$ cat config.mk
export PLATFORM = sky130hd
export DESIGN_NAME = bram_mac_sequencer
export DESIGN_NICKNAME = d
export VERILOG_FILES = /design/src/rtl/bram_mac_sequencer.sv
export SDC_FILE = /design/constraint.sdc
export NUM_CORES = 1
export LEC_CHECK = 0
export CAP_MARGIN = 10
export CORE_MARGIN = 5
export CORE_UTILIZATION = 51
export CTS_CLUSTER_DIAMETER = 30
export DETAILED_ROUTE_END_ITERATION = 10
export PLACE_DENSITY = 0.83
export SYNTH_ARGS = -nofsm -noshare
export SYNTH_HDL_FRONTEND = slang
export SYNTH_SLANG_ARGS = --single-unit
$ cat constraint.sdc
create_clock -name clk -period 3.9 [get_ports clk]
set_input_delay 0.39 -clock clk [delete_from_list [all_inputs] [get_ports clk]]
set_output_delay 0.39 -clock clk [all_outputs]
set_load 0.01 [all_outputs]
$ cat src/rtl/bram_mac_sequencer.sv
// bram_mac_sequencer: walks a job of up to 16 taps through an operand BRAM and a
// coefficient ROM, hands each operand/coefficient pair to an external shift-add
// multiplier and accumulates the two lane products into signed results.
module bram_mac_sequencer #(
    parameter int ADDR_W  = 9,
    parameter int COEF_AW = 6,
    parameter int ACC_W   = 24
) (
    input  logic               clk,
    input  logic               rst_n,
    input  logic               start,
    input  logic [ADDR_W-1:0]  base_addr,
    input  logic [COEF_AW-1:0] coef_base,
    input  logic [4:0]         num_taps,
    output logic               busy,
    output logic               opr_en,
    output logic [ADDR_W-1:0]  opr_addr,
    input  logic [15:0]        opr_data,
    output logic               coef_en,
    output logic [COEF_AW-1:0] coef_addr,
    input  logic [5:0]         coef_data,
    output logic [15:0]        mult_operand,
    output logic [5:0]         mult_coeff,
    input  logic [15:0]        mult_a,
    input  logic [15:0]        mult_b,
    input  logic               mult_sign,
    output logic               res_valid,
    input  logic               res_ready,
    output logic [ACC_W-1:0]   res_a,
    output logic [ACC_W-1:0]   res_b
);

    typedef enum logic [1:0] {
        IDLE  = 2'd0,
        ISSUE = 2'd1,
        DRAIN = 2'd2,
        DONE  = 2'd3
    } state_t;

    state_t     state_reg;
    logic [4:0] tap_cnt_reg;     // taps still to issue, including the current one
    logic       drain_cnt_reg;   // second DRAIN cycle marker
    logic       rd_valid_reg;    // BRAM/ROM data is on opr_data/coef_data this cycle
    logic       mult_valid_reg;  // mult_operand/mult_coeff hold a live tap

    // A job is accepted only from IDLE; this also clears the accumulators.
    logic accept;
    assign accept = (state_reg == IDLE) && start;

    // Control FSM: sequencing, read enables, address walk and result handshake.
    always_ff @(posedge clk) begin
        if (!rst_n) begin
            state_reg     <= IDLE;
            busy          <= 1'b0;
            opr_en        <= 1'b0;
            coef_en       <= 1'b0;
            opr_addr      <= '0;
            coef_addr     <= '0;
            res_valid     <= 1'b0;
            tap_cnt_reg   <= '0;
            drain_cnt_reg <= 1'b0;
        end else begin
            case (state_reg)
                IDLE: begin
                    if (start) begin
                        busy <= 1'b1;
                        if (num_taps != 5'd0) begin
                            // Addresses are only loaded for a real job so that a
                            // zero-tap job leaves the address outputs untouched.
                            state_reg   <= ISSUE;
                            opr_en      <= 1'b1;
                            coef_en     <= 1'b1;
                            opr_addr    <= base_addr;
                            coef_addr   <= coef_base;
                            tap_cnt_reg <= num_taps;
                        end else begin
                            state_reg <= DONE;
                            res_valid <= 1'b1;
                        end
                    end
                end
                ISSUE: begin
                    if (tap_cnt_reg == 5'd1) begin
                        // Last tap: stop reading and keep the final address.
                        state_reg     <= DRAIN;
                        opr_en        <= 1'b0;
                        coef_en       <= 1'b0;
                        drain_cnt_reg <= 1'b0;
                    end else begin
                        tap_cnt_reg <= tap_cnt_reg - 5'd1;
                        opr_addr    <= opr_addr + 1'b1;
                        coef_addr   <= coef_addr + 1'b1;
                    end
                end
                DRAIN: begin
                    // Two cycles cover the read latency and the operand register.
                    if (drain_cnt_reg) begin
                        state_reg <= DONE;
                        res_valid <= 1'b1;
                    end else begin
                        drain_cnt_reg <= 1'b1;
                    end
                end
                DONE: begin
                    if (res_ready) begin
                        state_reg <= IDLE;
                        busy      <= 1'b0;
                        res_valid <= 1'b0;
                    end
                end
                default: begin
                    state_reg <= IDLE;
                    busy      <= 1'b0;
                end
            endcase
        end
    end

    // Read pipeline: capture returned data into the multiplier input registers.
    always_ff @(posedge clk) begin
        if (!rst_n) begin
            rd_valid_reg   <= 1'b0;
            mult_valid_reg <= 1'b0;
            mult_operand   <= '0;
            mult_coeff     <= '0;
        end else begin
            rd_valid_reg   <= opr_en;
            mult_valid_reg <= rd_valid_reg;
            if (rd_valid_reg) begin
                mult_operand <= opr_data;
                mult_coeff   <= coef_data;
            end
        end
    end

    // Per-lane accumulators; lane 0 takes mult_a, lane 1 takes mult_b.
    logic [1:0][15:0]      lane_prod;
    logic [1:0][ACC_W-1:0] res_lane;

    assign lane_prod[0] = mult_a;
    assign lane_prod[1] = mult_b;

    genvar gi;
    generate
        for (gi = 0; gi < 2; gi++) begin : g_lane
            logic [ACC_W-1:0] acc_reg;
            logic [ACC_W-1:0] prod_ext;

            assign prod_ext = ACC_W'(lane_prod[gi]);

            // Wrapping add/subtract of the zero-extended product for live taps.
            always_ff @(posedge clk) begin
                if (!rst_n) begin
                    acc_reg <= '0;
                end else if (accept) begin
                    acc_reg <= '0;
                end else if (mult_valid_reg) begin
                    acc_reg <= mult_sign ? (acc_reg - prod_ext) : (acc_reg + prod_ext);
                end
            end

            assign res_lane[gi] = acc_reg;
        end
    endgenerate

    // Accumulators are idle in DONE, so they serve directly as the results.
    assign res_a = res_lane[0];
    assign res_b = res_lane[1];

endmodule

* After elaboration in Yosys (flattened, before gate mapping)
Index checks and enable logic that the tools add are counted.
Widths: inputs -> output; s select.
** Word-level totals
- Register bits after elaboration :: 98
- Output and inout bits :: 89
- Logic and storage cells :: 79
- Input port bits :: 79
** Operators by class
- Add/sub/neg operators :: 7
- Multiplexer cells :: 32
- Bitwise gates (word level) :: 1
- Eq/ne operators :: 11
- Reductions and logical operators :: 14
** Operators with widths (count)
- $add 24x16->24 :: 2
- $mux 24 :: 2
- $sub 24x16->24 :: 2
- $mux 9 :: 3
- $mux 6 :: 3
- $pmux 9 s2 :: 1
- $mux 5 :: 3
- $ne 2x2->1 const B :: 6
- $pmux 6 s2 :: 1
- $reduce_and 4->1 :: 3
- $mux 2 :: 5
- $pmux 5 s2 :: 1
- $add 9x1->9 const B :: 1
- $mux 1 :: 8
- $pmux 2 s4 :: 1
- $add 6x1->6 const B :: 1
- $pmux 1 s2 :: 3
- $reduce_bool 2->1 :: 3
- $eq 5x1->1 const B :: 1
- $reduce_and 5->1 :: 1
- $reduce_bool 5->1 :: 1
- $sub 5x1->5 const B :: 1
- $eq 2x2->1 const B :: 2
- $pmux 1 s3 :: 1
- other kinds (9) :: 9

* Logic depth before layout (Yosys ltp)
Gate-level depths: netlist of run 1.
- Depth in word-level cells :: 4
- Depth in mapped cells :: 16

* Worst setup path before layout of run 1
OpenSTA, ideal clock, no wires.
- Kind :: input -> register
- From :: in mult_a[9]
- To :: reg g_lane[0].acc_reg[23], in the netlist res_a[23]
- Stages :: 15
- Setup time :: 0.070 ns
- Path slack :: 0.790 ns
- Arrival time :: 3.039 ns
- Data required time :: 3.830 ns
- Path through :: nor4_2 -> and4bb_1 -> nand2_1 -> nor2_4 -> o21a_1 -> ha_1 -> clkbuf_1 -> a21oi_1 -> o211ai_1 -> a2111oi_0 -> o21ai_0 -> a31oi_1 -> xor2_1 -> or3_1 -> a21oi_1
** Between the ends
- Longest elaborated chain between the ends :: 2
** Ends and longest elaborated chain
- start, declared :: RTL line 24 : input logic [15:0] mult_a,
- $add 24x16->24 or $sub 24x16->24 (tied branches) :: RTL line 158 : acc_reg <= mult_sign ? (acc_reg - prod_ext) : (acc_reg + prod_ext);
- $mux 24 (*) :: RTL line 158
- end signal, assigned :: RTL line 158
- end, declared :: RTL line 146 : logic [ACC_W-1:0] acc_reg;
Every way passes the cells marked *; elsewhere a longest branch is shown, timed or not.
A chain may end at the register's enable or synchronous reset.

* Final worst setup path of run 1
- From :: in mult_b[7]
- To :: reg g_lane[1].acc_reg[23], in the netlist res_b[23]
** Between the ends
- Longest elaborated chain between the ends :: 2
** Ends and longest elaborated chain
- start, declared :: RTL line 25 : input logic [15:0] mult_b,
- $add 24x16->24 or $sub 24x16->24 (tied branches) :: RTL line 158
- $mux 24 (*) :: RTL line 158
- end signal, assigned :: RTL line 158
- end, declared :: RTL line 146
Marks and branches as above.

==> results.md, run 1 <==
- Flops & latches, synth: between 90 and 100
- TritonCTS clock tree: yes
- Crit path DAT: 3780 ps
- Setup violators final: 0
- FFs w/ async S/R, synth: 0%
- Seq/Total Area, Yosys: 27.3%
- Max IR drop VDD: roughly 0.34 mV
- Transition time of the tightest slew-check pin: ~900 ps
- Worst R2R Start: res_a[0]
- Run status: finished, final reports clean
- Synth Net Count: 1041
- Setup crit start: mult_b[7]
- DR iter-0 viols: between 400 and 500
- Pin count of the biggest net entering global routing: 52
- Post-synth EDFFs: 0
- Hold buffer count at CTS: 0
- Cells after Synth: between 900 and 1000
- Max Cap Viol: 0
- CP startpoint kind: input port
- First-pass GRT wire length: 32.6 mm
- Hold Path Stages: 2
- Antenna diode count: 0
- Reg2reg path depth: 12
- Clk_lat worst skew: around 350 ps
- Die Ht: about 130 µm
- Fmax: 283 MHz
- Final wirelength: around 20 mm
- Most frequent cells in the layout: 167 x clkdlybuf4s50_1, 98 x dfxtp_1, 85 x a21oi_1
- Final Cycle Share: approximately 91%
- PD cells: 431 nW/µm²
- Final Hold Fails: 0
- Post-Layout Cell Count: around 1200
- Crit path capture type: register
- Core ar.: 13900 µm²
- I/O Pins: between 150 and 200
- Clock root cell: clkbuf_16
- Vias in the first global route: ~6800
- Initial antenna violation count: 0
- RD Place Congestion: 0.950
- Final setup TNS: 0 ps
- H-tree levels: 3
- Post-CTS sizing: 0
- Drt pass-1 iters: 5
- Syn avg cell area: 7.98 µm²
- Core Util, Final: around 68%
- Total chip power: roughly 4100 µW
- Cell row count: 43
- Clock slew at the register clock pins of the worst setup and hold paths: approximately 70 ps
- Worst hold path class: register to register
- DRC viols: 0
- Chip Width: roughly 130 µm
- WP data required: 4140 ps
- Layout cells sized above 1: 6.68%
- RSZ-0062 raised after global routing: false
- Warnings from Yosys: 0
- WL/cell: 16.0 µm
- Leakage: approximately 0.0037 µW
- Synth Cell Area: roughly 7200 µm²
- Buffers on Ports: 167
- Post-detail-place hpwl: 15.2 mm
- Critical path class: input port to register
- Routed vias/inst: approximately 5.7
- CP Max Fanout: 7
- Setup clock skew after layout: roughly 9 ps
- Commonest non-fill, non-tap cell in the layout: clkdlybuf4s50_1
- Die ar.: between 15000 and 20000 µm²
- Synth Flop Type: dfxtp_1
- All-layer global routing usage: 23.9%
- Synth-to-layout area growth: 31.0%
- Final min period: roughly 3500 ps
- Flop-to-flop setup slack: 1220 ps
- Dpl cells: 1227
- Inserted Clock Buffers: 9
- Via count: 7090
- Hold_sp: drain_cnt_reg
- Unique cell type count in the Yosys netlist: 73
- Headroom to the max-slew limit: 41.2%
- GRT overflow: 0
- Post-CTS setup buffer count: 0
- Nets: 1197
- Starting Density: about 52%
- Pins Over Slew Limit: 0
- Clock tree buffer depth: 2
- Post-DRT Antenna Nets: 0
- Clock sink count: 98
==> kinds of logic (layout without fill, tap and decap cells) <==
group / after synthesis / after routing / share of synthesized area (%)
xor gates and xnor gates: 65 / 65 / 7.91
buffers and inverters: 89 / 250 / 4.82
and+or+nand+nor: 282 / 282 / 19.7
AOI/OAI and AO/OA: 267 / 267 / 24.0
DFF: 98 / 98 / 27.3
adders and majority gates: 60 / 60 / 10.6
muxes: 41 / 41 / 5.70
==> synth_stat cells, drive strengths merged, types with 3 or more instances <==
master / count / share of area (%)
a21o: 18 / 1.9
nor3: 23 / 1.6
o211ai: 6 / 0.63
buf: 9 / 0.63
or3: 8 / 0.70
nor2b: 31 / 2.7
a22oi: 4 / 0.42
nor2: 82 / 4.4
a21oi: 87 / 6.2
nor4: 7 / 1.3
and3: 8 / 0.73
xnor2: 46 / 5.6
inv: 43 / 2.2
nand2b: 9 / 0.78
ha: 58 / 10
a41o: 3 / 0.43
nand3: 14 / 0.97
a31oi: 20 / 2.0
o21bai: 10 / 1.0
o221a: 4 / 0.63
o21a: 7 / 0.73
xor2: 19 / 2.3
nand4: 11 / 0.96
mux2i: 41 / 5.7
and2: 13 / 1.2
o2bb2ai: 4 / 0.49
nand2: 72 / 3.9
clkbuf: 37 / 1.9
o211a: 5 / 0.70
o21ai: 63 / 4.4
o22ai: 6 / 0.52
o2111ai: 3 / 0.37
dfxtp: 98 / 27
a211oi: 5 / 0.52
==> report_power, final <==
part / total, µW / internal (µW) / switching (µW)
clock network: 1030 / 630 / 404
logic: 1730 / 801 / 924
registers: 1310 / 1160 / 144
total: 4070 / 2590 / 1470
==> path summary, 6_finish.rpt <==
check / endpoint
min reg2reg: drain_cnt_reg
max: res_b[23]
min: drain_cnt_reg
max reg2reg: res_a[22]
==> critical path, cell delays in order <==
cell and delay, ps:
clkdlybuf4s50_1 510, nor4_2 330, nand2b_1 120, buf_4 160, nor4_4 170, a21oi_1 130, xnor2_1 160, ha_1 420
a21o_1 170, o21bai_1 160, nor2_1 80, a211oi_1 500, o2111ai_1 160, o311a_1 180, mux2i_1 120
==> layer usage <==
metal	track usage, %	share of wire, %	vias up
met5	0	0	-
met4	7.29	2.0	0
li1	-	-	3547
met2	39.3	46	227
met1	30.2	44	3283
met3	7.26	8.2	33
==> metrics by stage <==
step / hold slack (ps) / cell area (µm²) / setup slack (ps)
after floorplan: 428 / 7200 / 790
after global placement: 450 / 9090 / 142
after detailed placement: 457 / 9090 / 34.2
after CTS: 475 / 9430 / 411
after global routing: 500 / 9430 / 115
final: 476 / 9430 / 363
==> cell type report <==
| type | instances | area (µm²) |
|---|---|---|
| well taps | 180 | 225 |
| clock inverters | 6 | 113 |
| multi-input cells | 715 | 4890 |
| fillers | 1138 | 4450 |
| repair buffers | 191 | 1850 |
| flip-flops and latches | 98 | 1960 |
| clock buffers | 10 | 229 |
| inverters | 43 | 161 |
(Power assumes the default switching activity.)
==> run 2, diff against run 1 <==
--- a/config.mk
+++ b/config.mk
@@ -9,6 +9,7 @@
 export CORE_MARGIN = 5
 export CORE_UTILIZATION = 51
 export CTS_CLUSTER_DIAMETER = 30
+export CTS_CLUSTER_SIZE = 40
 export DETAILED_ROUTE_END_ITERATION = 10
 export PLACE_DENSITY = 0.83
 export SYNTH_ARGS = -nofsm -noshare
==> results of run 2 <==
Same layout as run 1: the final DEF is identical, and so are final timing and power.
==> run 3, diff against run 2 <==
--- a/config.mk
+++ b/config.mk
@@ -5,6 +5,7 @@
 export SDC_FILE = /design/constraint.sdc
 export NUM_CORES = 1
 export LEC_CHECK = 0
+export ABC_CLOCK_PERIOD_IN_PS = 3900
 export CAP_MARGIN = 10
 export CORE_MARGIN = 5
 export CORE_UTILIZATION = 51
@@ -12,6 +13,7 @@
 export CTS_CLUSTER_SIZE = 40
 export DETAILED_ROUTE_END_ITERATION = 10
 export PLACE_DENSITY = 0.83
+export SLEW_MARGIN = 10
 export SYNTH_ARGS = -nofsm -noshare
 export SYNTH_HDL_FRONTEND = slang
 export SYNTH_SLANG_ARGS = --single-unit
==> constraint.sdc (replaced) <==
create_clock -name clk -period 3.9 [get_ports clk]
set_input_delay 0.39 -clock clk [delete_from_list [all_inputs] [get_ports clk]]
set_output_delay 0.39 -clock clk [all_outputs]
set_load 0.05 [all_outputs]
==> results of run 3 <==
Same layout as run 1 (identical final DEF). Status: finished, final reports clean.
Among the figures that moved: total power 4070 µW -> 4450 µW; worst IR drop on VDD 0.344 mV -> 0.468 mV
==> edit (flow settings as in run 3) <==
Encoding of `state_t`: now Gray code (2 bits for 4 states).
--- a/src/rtl/bram_mac_sequencer.sv
+++ b/src/rtl/bram_mac_sequencer.sv
@@ -31,10 +31,10 @@
 );
 
     typedef enum logic [1:0] {
-        IDLE  = 2'd0,
-        ISSUE = 2'd1,
-        DRAIN = 2'd2,
-        DONE  = 2'd3
+        IDLE  = 2'b00,
+        ISSUE = 2'b01,
+        DRAIN = 2'b11,
+        DONE  = 2'b10
     } state_t;
 
     state_t     state_reg;
Formal check against the unedited RTL: no difference found for any inputs over 4 cycles, from zero or initial values and one cycle with rst_n low; so few cycles prove little.
==> edit against run 3 <==
  * Sequential cell count is the same
  * Setup slack lost 0.19 ns
  * Area after synthesis shrank 0.35%
  * Design area grew 6.4%
  * Die area shrank 0.32%
  * Power shrank 31%
  * First-iteration DRC count shrank 13%
  * Routed wire length grew 4.3%
  * Count of clock-buffer cells in the layout grew 1
==> edit: results (changes against run 3) <==
- Synth top area cells: dfxtp_1 27%, ha_1 9.4%, mux2i_1 6.7% (was dfxtp_1 27%, ha_1 10%, a21oi_1 5.9%)
- Ys async rst share: 0% (unchanged)
- DR vias/cell: 5.56 (was 5.70)
- Flop+latch power: 1.13 mW (was 1.31 mW)
- Arrival @ worst endpoint: 3.94 ns (was 3.78 ns)
- Slew headroom: 29.0% (was 41.2%)
- DRC marker count from the first detailed-route iteration: 422 (was 487)
- Total Power: 3.06 mW (was 4.45 mW)
- Worst hold slack: 0.469 ns (was 0.476 ns)
- Total wire length: 20800 um (was 19900 um)
- Final HPWL DP: 15800 um (was 15200 um)
- Clk_skew: 0.00853 ns (was 0.00923 ns)
- GRT Total Usage: 24.5% (was 23.9%)
- Maximum fanout along the worst path: 3 (was 7)
- LEAKAGE: 4.26 nW (was 3.74 nW)
- Share of cells above drive strength 1: 12.7% (was 6.68%)
- Layout fillers: 1067 (was 1138)
- Place WS: -0.329 ns (was 0.0342 ns)
- Slowest CP cell: or4_4 (was clkdlybuf4s50_1)
- Internal power: 1.99 mW (was 2.59 mW)
- Post-Syn Instances: 898 (was 902)
- Initial DRT Pass Iterations: 4 (was 5)
- Multi-input logic area: 0.00498 mm2 (was 0.00489 mm2)
- Net Count, Synth: 1033 (was 1041)
- First-pass GRT wire length: 33500 um (was 32600 um)
- Final period utilization: 95.4% (was 90.7%)
- Vias in the first global route: 7186 (was 6820)
- Synth Area in Compound Gates: 22.8% (was 24.0%)
- R2r worst-path depth: 14 (was 12)
- Status: finished, final reports clean (unchanged)
- CP peak stage delay: 0.55 ns (was 0.51 ns)
- Seq/Total Area, Yosys: 27.4% (was 27.3%)
- Vias: 7359 (was 7090)
- Max VDD drop: 0.251 mV (was 0.468 mV)
- Pin count of the biggest net entering global routing: 51 (was 52)
- Multiplexer area fraction after synthesis: 6.70% (was 5.70%)
- Hold path depth: 2 (unchanged)
- Setup crit start: mult_a[9] (was mult_b[7])
- Routability cong.: 0.928 (was 0.950)
- XOR/XNOR share of the synthesized area: 8.43% (was 7.91%)
- Combinational share of power: 35.6% (was 47.4%)
- Top Family by Delay on Critical Path: simple AND/OR/NAND/NOR gates (was compound AO/OA/AOI/OAI gates)
- Adder-cell area share of the yosys netlist: 9.98% (was 10.6%)
- Synth cell count leaders: 98 x dfxtp_1, 93 x nor2_1, 82 x a21oi_1 (was 98 x dfxtp_1, 85 x a21oi_1, 80 x nor2_1)
- Library cells used by synthesis: 66 (was 73)
- Placed insts: 1306 (was 1227)
- Inserted Clock Buffers: 9 (unchanged)
- DP Area: 0.00970 mm2 (was 0.00909 mm2)
## edit: cell type report
cell class / instances / area share (%)
repair buffers: 271 / 24.7
clock inverters: 4 / 0.274
well taps: 180 / 2.24
clock buffers: 11 / 2.42
flip-flops and latches: 98 / 19.6
inverters: 34 / 1.27
multi-input cells: 725 / 49.6
## edit: layer usage
metal	wire length [um]	global-route usage, %	part of all wire, %	vias to the layer above
li1	-	-	-	3680
met1	9040	30.5	44	3409
met2	9600	41.7	46	241
met3	1810	6.68	8.7	29
met4	329	6.86	1.6	0
met5	0	0	0	-
## edit: logic make-up (layout without fill, tap and decap cells)
kind of cell	after synthesis	in the layout
adder cells (fa/ha/maj)	56	56
AND/OR/NAND/NOR	295	295
XOR/XNOR	69	69
AO/OA/AOI/OAI	257	257
multiplexers	48	48
flip-flops	98	98
buffers and inverters	75	320
## edit: what timing repair did
action	in CTS	in global routing
endpoints found under the setup margin	0	9
resized for setup	0	12
buffers inserted	0	2
hold buffers	0	0
